==> config.mk <==
export PLATFORM = sky130hd
export DESIGN_NAME = frame_decoder
export DESIGN_NICKNAME = d
export VERILOG_FILES = /design/src/rtl/frame_decoder.sv
export SDC_FILE = /design/constraint.sdc
export NUM_CORES = 1
export LEC_CHECK = 0
export ABC_CLOCK_PERIOD_IN_PS = 2100
export CAP_MARGIN = 20
export CELL_PAD_IN_SITES_DETAIL_PLACEMENT = 1
export CELL_PAD_IN_SITES_GLOBAL_PLACEMENT = 1
export CORE_ASPECT_RATIO = 1.5
export CORE_MARGIN = 2
export CORE_UTILIZATION = 30
export CTS_CLUSTER_SIZE = 20
export DETAILED_ROUTE_END_ITERATION = 10
export HOLD_SLACK_MARGIN = 0.15
export PLACE_DENSITY = 0.64
export SETUP_SLACK_MARGIN = 0.3
export SLEW_MARGIN = 25
export SYNTH_ARGS = -nofsm -noshare
export SYNTH_HDL_FRONTEND = slang
export SYNTH_SLANG_ARGS = --single-unit
==> constraint.sdc <==
create_clock -name clk -period 2.1 [get_ports clk]
set_input_delay 0.42 -clock clk [delete_from_list [all_inputs] [get_ports clk]]
set_output_delay 0.42 -clock clk [all_outputs]
set_load 0.01 [all_outputs]
==> src/rtl/frame_decoder.sv <==
// Receive-side frame decoder: finds frame boundaries from marker pulses, strips the
// fixed left padding, buffers the payload and replays it on a valid/ready port.
module frame_decoder #(
    parameter int SIZE      = 20,
    parameter int PAD_LEFT  = 80,
    parameter int LEN_WIDTH = 5
) (
    input  logic                 clk,
    input  logic                 reset_n,
    input  logic [7:0]           din,
    input  logic                 marker,
    output logic [7:0]           dout,
    output logic                 dout_valid,
    input  logic                 dout_ready,
    output logic                 dout_last,
    output logic [LEN_WIDTH-1:0] frame_len,
    output logic                 frame_done,
    output logic                 overflow
);
    // state   | meaning
    // IDLE    | waiting for a start marker
    // SKIP    | counting through the left padding
    // CAPTURE | writing payload bytes into the buffer until the end marker
    // DRAIN   | replaying the buffered payload on the output port

    localparam int CNT_W = $clog2(PAD_LEFT + 1);
    localparam logic [CNT_W-1:0]     PAD_END = CNT_W'(PAD_LEFT - 1);
    localparam logic [LEN_WIDTH-1:0] SIZE_L  = LEN_WIDTH'(SIZE);

    typedef enum logic [1:0] {IDLE, SKIP, CAPTURE, DRAIN} state_t;

    state_t               state;
    logic [CNT_W-1:0]     pad_cnt;
    logic [LEN_WIDTH-1:0] wr_ptr;
    logic [LEN_WIDTH-1:0] rd_ptr;
    logic [LEN_WIDTH-1:0] rd_next;
    logic [7:0]           buffer [SIZE];
    logic                 wr_en;

    assign wr_en   = (state == CAPTURE) && !marker && (wr_ptr != SIZE_L);
    assign rd_next = rd_ptr + 1'b1;

    // Buffer contents are don't-care after reset, so it carries no reset.
    always_ff @(posedge clk) begin
        if (wr_en) begin
            buffer[wr_ptr] <= din;
        end
    end

    always_ff @(posedge clk or negedge reset_n) begin
        if (!reset_n) begin
            state      <= IDLE;
            pad_cnt    <= '0;
            wr_ptr     <= '0;
            rd_ptr     <= '0;
            dout       <= '0;
            dout_valid <= 1'b0;
            dout_last  <= 1'b0;
            frame_len  <= '0;
            frame_done <= 1'b0;
            overflow   <= 1'b0;
        end else begin
            frame_done <= 1'b0;
            case (state)
                IDLE: begin
                    if (marker) begin
                        state    <= SKIP;
                        pad_cnt  <= CNT_W'(1);
                        overflow <= 1'b0;
                    end
                end
                SKIP: begin
                    if (marker) begin
                        pad_cnt  <= CNT_W'(1);
                        overflow <= 1'b0;
                    end else if (pad_cnt == PAD_END) begin
                        state  <= CAPTURE;
                        wr_ptr <= '0;
                    end else begin
                        pad_cnt <= pad_cnt + 1'b1;
                    end
                end
                CAPTURE: begin
                    if (marker) begin
                        frame_len <= wr_ptr;
                        if (wr_ptr == '0) begin
                            frame_done <= 1'b1;
                            state      <= IDLE;
                        end else begin
                            state      <= DRAIN;
                            rd_ptr     <= '0;
                            dout       <= buffer[0];
                            dout_valid <= 1'b1;
                            dout_last  <= (wr_ptr == LEN_WIDTH'(1));
                        end
                    end else if (wr_ptr == SIZE_L) begin
                        overflow <= 1'b1;
                    end else begin
                        wr_ptr <= wr_ptr + 1'b1;
                    end
                end
                DRAIN: begin
                    if (dout_valid && dout_ready) begin
                        if (dout_last) begin
                            dout       <= '0;
                            dout_valid <= 1'b0;
                            dout_last  <= 1'b0;
                            frame_done <= 1'b1;
                            state      <= IDLE;
                        end else begin
                            rd_ptr    <= rd_next;
                            dout      <= buffer[rd_next];
                            dout_last <= (rd_next == frame_len - 1'b1);
                        end
                    end
                end
                default: state <= IDLE;
            endcase
        end
    end
endmodule

* Yosys cells after proc, flatten, opt, wreduce, memory -nomap -nowiden
Memories as Yosys holds them, arrays and structs flattened.
Index checks and enable logic that the tools add are counted.
W data, S select, Z words.
** Storage, ports and cells
- Output and inout port bits :: 17
- Input bits :: 12
- Register bits :: 36
- Memories :: 1
- RAM bits :: 160
** Memories
- buffer :: words 20, width 8, rd ports 2, clocked after memory_dff 0, write ports 1, line 37 : logic [7:0] buffer [SIZE];
** Operators by class
- Eq/ne operators :: 21
- $add $sub $neg :: 4
- Multiplexer cells :: 48
- Reduce and logical (&&, ||, !) cells :: 19
** Operator list (number)
- $mux W5 :: 8
- $mux W8 :: 4
- $mux W7 :: 3
- $ne A2 B2 Y1 const B :: 10
- $pmux W5 S2 :: 2
- $mux W1 :: 17
- $pmux W8 S2 :: 1
- $reduce_and A5 Y1 :: 3
- $mux W2 :: 7
- $pmux W7 S2 :: 1
- $add A5 B1 Y5 const B :: 2
- $pmux W1 S2 :: 4
- $pmux W2 S4 :: 1
- $reduce_and A4 Y1 :: 2
- $reduce_bool A2 Y1 :: 4
- $add A7 B1 Y7 const B :: 1
- $eq A7 B7 Y1 const B :: 1
- $reduce_and A6 Y1 :: 1
- $eq A5 B1 Y1 const B :: 1
- $eq A5 B5 Y1 :: 1
- $eq A5 B5 Y1 const B :: 1
- $logic_not A5 Y1 :: 1
- $ne A5 B5 Y1 const B :: 1
- $sub A5 B1 Y5 const B :: 1
- 10 further kinds :: 14

* Longest topological paths before layout
- Depth in word-level cells :: 5
- Mapped depth :: 9
- Mapped depth without buffers :: 7

* Least setup slack after synthesis
Ideal clock, no wire load.
- Path type :: flip-flop to flip-flop
- Start point :: register wr_ptr[0]
- End point :: memory buffer[0][0], enable pin
- Clock period less this slack :: 2.292 ns
- Cell stages (with the launch flop) :: 6
- Arrival :: 1.908 ns
- Buffers on the path :: 1
- Slack :: -0.192 ns
- Path through :: dfrtp_1 -> inv_1 -> ha_1 -> or4b_1 -> buf_6 -> nor3_1
** On the way
- Longest elaborated chain between the ends :: 4
** Ends and longest elaborated chain
- start, declared :: line 34 : logic [LEN_WIDTH-1:0] wr_ptr;
- start signal, assigned :: line 99 : wr_ptr <= wr_ptr + 1'b1;
- $ne A5 B5 Y1 :: line 40 : assign wr_en = (state == CAPTURE) && !marker && (wr_ptr != SIZE_L);
- $logic_and A1 B1 Y1 :: line 40
- $mux W1 :: line 45 : if (wr_en) begin
- $mux W1 (not written as such) :: line 46 : buffer[wr_ptr] <= din;
- end, declared :: line 37
Parallel ways exist; a longest one is shown, timed or not.

* Worst setup path after layout
- Start point :: register rd_ptr[0]
- End point :: register dout[4]
** On the way
- Longest elaborated chain between the ends :: 5
** Ends and longest elaborated chain
- start, declared :: line 35 : logic [LEN_WIDTH-1:0] rd_ptr;
- start signal, assigned :: line 111 : rd_ptr <= rd_next;
- $add A5 B1 Y5 :: line 41 : assign rd_next = rd_ptr + 1'b1;
- $mem_v2 Z20 W8
- $mux W8 :: line 104 : if (dout_last) begin
- $mux W8 :: line 103 : if (dout_valid && dout_ready) begin
- $pmux W8 S2 :: line 64 : case (state)
- end signal, assigned :: line 92 : dout <= buffer[0];
- end signal, assigned :: line 112 : dout <= buffer[rd_next];
- end, declared :: line 12 : output logic [7:0] dout,
Every way passes these cells. The select of a mux whose other input is x is not followed.
A chain may end at the register's enable or synchronous reset.

==> results_dict.tcl <==
set metrics [dict create \
    yosysUniqueCellTypes 47 \
    reg2reg_from "rd_ptr[0]" \
    cellPowerDensity_nw_per_um2 653.8 \
    chipHeight_um 209.1 \
    yosys_register_bits 196 \
    place_ws_ps -331.8 \
    synth.avg_cell_area_um2 15.39 \
    power.static_leakage_uw 0.004023 \
    drt_iter0_drc 366 \
    route.detailed.vias_per_inst 5.274 \
    route.detailed.wl_per_inst_um 24.68 \
    syn_nets 566 \
    comb_power_share 0.023 \
    design.die.area_um2 29440 \
    post_layout_nets 707 \
    postSynth.asyncResetShare 0.1837 \
    antenna_violating_nets_post_route 0 \
    gp_congestion 0.8613 \
    final_hold_violating_endpoints 0 \
    fmax_ghz 0.4702 \
    violations "negative setup slack" \
    fp-row-count 75 \
    fin_area_um2 11880 \
    clk_transition_reported_paths_ps 70 \
    synth_enable_flop_cells 160 \
    post_dp_cell_area_um2 9812 \
    timing.max_slew.rel_slack 0.3814 \
    setup_slack_ps -26.68 \
    timing_worst_setup_path_type "reg2reg" \
    post-route-drc-count 0 \
    cell_internal_pwr_uw 6172 \
    clkSinkCount 196 \
    grt_pass1_vias 6019 \
    cap_viol_max_count 0 \
    sequential_area_share_after_synthesis 0.6779 \
    instance_count_of_the_mapped_netlist 547 \
    holdCritPathClass "reg2reg" \
    outcome "finished, violations left" \
    maximum_number_of_buffers_from_clock_root_to_sink 2 \
    power_switching_uw 1594 \
    synth_ff_type "sky130_fd_sc_hd__edfxtp_1" \
    sequentialPowerShare 0.542 \
    clk_root_buffer_cell "sky130_fd_sc_hd__clkbuf_16" \
    worst_setup_path_startpoint "rd_ptr[0]" \
    cp_data_required_time_ps 2470 \
    sw_frac_of_total 0.2053 \
    count_of_port_buffers_added_during_placement 28 \
    tightest_slew_ps 927.9 \
    worst-endpoint-arrival_ps 2490 \
    floorplan.core_area_um2 27780 \
    final_period_minus_worst_setup_slack_ps 2127 \
    final_slew_violations 0 \
    vdd_ir_drop_max_mv 0.6629 \
    clock_insertion_delay_worst_skew_ps 440 \
    initial_core_utilization 0.3030 \
    insertedDiodeCount 0 \
    setup_repair_after_global_routing_missed_its_margin "true" \
    synth_area_um2 8417 \
    grt_start_max_net_pins 37 \
    timing.critical_path.fanout_max 13 \
    share_clk_of_total_power 0.436 \
    clock_skew_ps 12.09 \
    ctsHtreeMaxLevel 4 \
    drtPass1Iterations 4 \
    critPathCaptureType "register" \
    min_period_over_period 1.013 \
    grt_remaining_overflow 0 \
    drt_wl_total_mm 25.84 \
    cts_made_buffers 17 \
    grt_first_pass_wirelength_mm 37.69 \
    timing.final.setup_violations 1 \
    grt_antenna_before_repair 0 \
    yosys_warnings 0 \
    place_hpwl_mm 16.57 \
    grt.total_usage 0.1744 \
    worstSetupStartpointType "register" \
    tritoncts_clock_tree "built" \
    io_pins 29 \
    die_width_um 140.8 \
    dr_total_vias 5522 \
    syn_to_final_growth_pct 41.13 \
    hp-start "overflow" \
    drive_above_1_share 0.4265 \
]
[critical path, stage by stage (launching register included)]
cell	delay, ps
sky130_fd_sc_hd__dfrtp_4	500
sky130_fd_sc_hd__buf_4	150
sky130_fd_sc_hd__buf_12	160
sky130_fd_sc_hd__buf_12	160
sky130_fd_sc_hd__mux2i_1	170
sky130_fd_sc_hd__and3_4	220
sky130_fd_sc_hd__nor4_4	290
sky130_fd_sc_hd__o21ai_1	100
sky130_fd_sc_hd__buf_4	170
sky130_fd_sc_hd__a31oi_4	120
[stage by stage]
step                      total power [uW]  instances  setup TNS (ps)  hold slack [ps]  utilization
final                                 7766       1047          -26.68            542.2       0.4277
after global routing                  7950       1047          -349.9            585.7       0.4277
after CTS                             7820       1034          -12.62            537.5       0.4063
after detailed placement              4453        963           -1431            512.9       0.3532
after global placement                4447        963          -837.4            481.0       0.3532
after floorplan                       4330        547               0            124.4            -
[cell usage in the layout, fill, tap and decap left out, types with 5 or more instances in the layout]
cell / n
sky130_fd_sc_hd__buf_12: 20
sky130_fd_sc_hd__a22oi_1: 10
sky130_fd_sc_hd__nor2_1: 14
sky130_fd_sc_hd__and3_4: 9
sky130_fd_sc_hd__nor2b_1: 13
sky130_fd_sc_hd__a21oi_4: 5
sky130_fd_sc_hd__mux2i_1: 17
sky130_fd_sc_hd__mux4_2: 24
sky130_fd_sc_hd__inv_1: 8
sky130_fd_sc_hd__nand2_8: 5
sky130_fd_sc_hd__dfrtp_1: 32
sky130_fd_sc_hd__a31oi_1: 7
sky130_fd_sc_hd__buf_6: 25
sky130_fd_sc_hd__o2bb2ai_2: 7
sky130_fd_sc_hd__clkdlybuf4s50_1: 11
sky130_fd_sc_hd__xnor2_1: 9
sky130_fd_sc_hd__dlygate4sd2_1: 15
sky130_fd_sc_hd__a2111oi_4: 11
sky130_fd_sc_hd__nand2_1: 20
sky130_fd_sc_hd__nor2_4: 20
sky130_fd_sc_hd__nor4_4: 6
sky130_fd_sc_hd__buf_4: 72
sky130_fd_sc_hd__o21ai_0: 15
sky130_fd_sc_hd__o21ai_1: 14
sky130_fd_sc_hd__clkbuf_16: 21
sky130_fd_sc_hd__o21ai_2: 6
sky130_fd_sc_hd__edfxtp_1: 160
sky130_fd_sc_hd__and3_1: 11
[worst paths after layout]
path | to | slack (ps) | cells past startpoint
worst max-delay path | dout[4] | -30 | 9
worst min-delay path | overflow | 540 | 2
worst max register to register | dout[4] | -30 | 9
worst min register to register | overflow | 540 | 2
max in group asynchronous | rd_ptr[0] | 780 | 2
min in group asynchronous | frame_done | 650 | 2
[Yosys cell counts, types with 7 or more instances]
master,instances,area (um^2)
sky130_fd_sc_hd__edfxtp_1,160,4805
sky130_fd_sc_hd__dfrtp_1,36,900.9
sky130_fd_sc_hd__nor2_1,35,131.4
sky130_fd_sc_hd__o21ai_0,33,165.2
sky130_fd_sc_hd__nand2_1,26,97.59
sky130_fd_sc_hd__mux4_2,24,540.5
sky130_fd_sc_hd__and3_1,20,125.1
sky130_fd_sc_hd__nor2b_1,19,118.9
sky130_fd_sc_hd__mux2i_1,17,170.2
sky130_fd_sc_hd__a2111oi_0,16,140.1
sky130_fd_sc_hd__clkbuf_1,14,52.55
sky130_fd_sc_hd__a22oi_1,13,97.59
sky130_fd_sc_hd__buf_2,11,55.05
sky130_fd_sc_hd__xnor2_1,11,96.34
sky130_fd_sc_hd__a31oi_1,10,62.56
sky130_fd_sc_hd__inv_1,10,37.54
sky130_fd_sc_hd__nor4_1,8,50.05
sky130_fd_sc_hd__a21oi_2,7,61.31
sky130_fd_sc_hd__ha_1,7,87.58
sky130_fd_sc_hd__o2bb2ai_2,7,105.1
[layer usage]
metal  up-vias  global-route usage  routed length (um)
met5         -                   0                   0
met2       146              0.3132               14220
met1      2879              0.1947                9548
li1       2443                   -                   -
met4         0             0.09793                1240
met3        54             0.02864                 828
[state kept, by name, summed over array words and instances, names as in the netlist]
| register | flops |
|---|---|
| buffer | 160 |
| dout | 8 |
| pad_cnt | 7 |
| frame_len | 5 |
| rd_ptr | 5 |
| wr_ptr | 5 |
| state | 2 |
| dout_last | 1 |
| dout_valid | 1 |
| frame_done | 1 |
| overflow | 1 |
[what timing repair did]
| item | CTS | global route |
|---|---|---|
| setup endpoints to repair | 193 | 182 |
| endpoints found under the hold margin | 36 | 0 |
| pin swaps | 34 | 40 |
| setup buffers | 37 | 9 |
| gates resized for setup | 109 | 93 |
| hold buffers | 1 | 0 |
| cloned | 1 | 4 |
[power by group through the flow]
stage | Clock (uW) | Combinational [uW] | Sequential [uW]
after floorplan | 0 | 37.0 | 4290
after global placement | 0 | 155 | 4290
after detailed placement | 0 | 162 | 4290
after CTS | 3440 | 171 | 4210
after global routing | 3560 | 187 | 4210
final | 3380 | 175 | 4210
[cell type report]
cell class	instances	area, um^2
fill	2749	15900
multi-input combinational	310	3432
timing repair buffer	153	1662
tap	346	432.9
clock inverter	11	151.4
clock buffer	21	450.4
sequential	196	5713
inverter	10	37.54
[kinds of logic after synthesis]
family          share of synthesized area
flops                              0.6779
xor+xnor                          0.01561
buf+inv                           0.02527
compound gates                     0.1012
mux                               0.08845
fa+ha+maj                         0.01041
simple gates                      0.08117
Power figures use the tool's default switching activity.
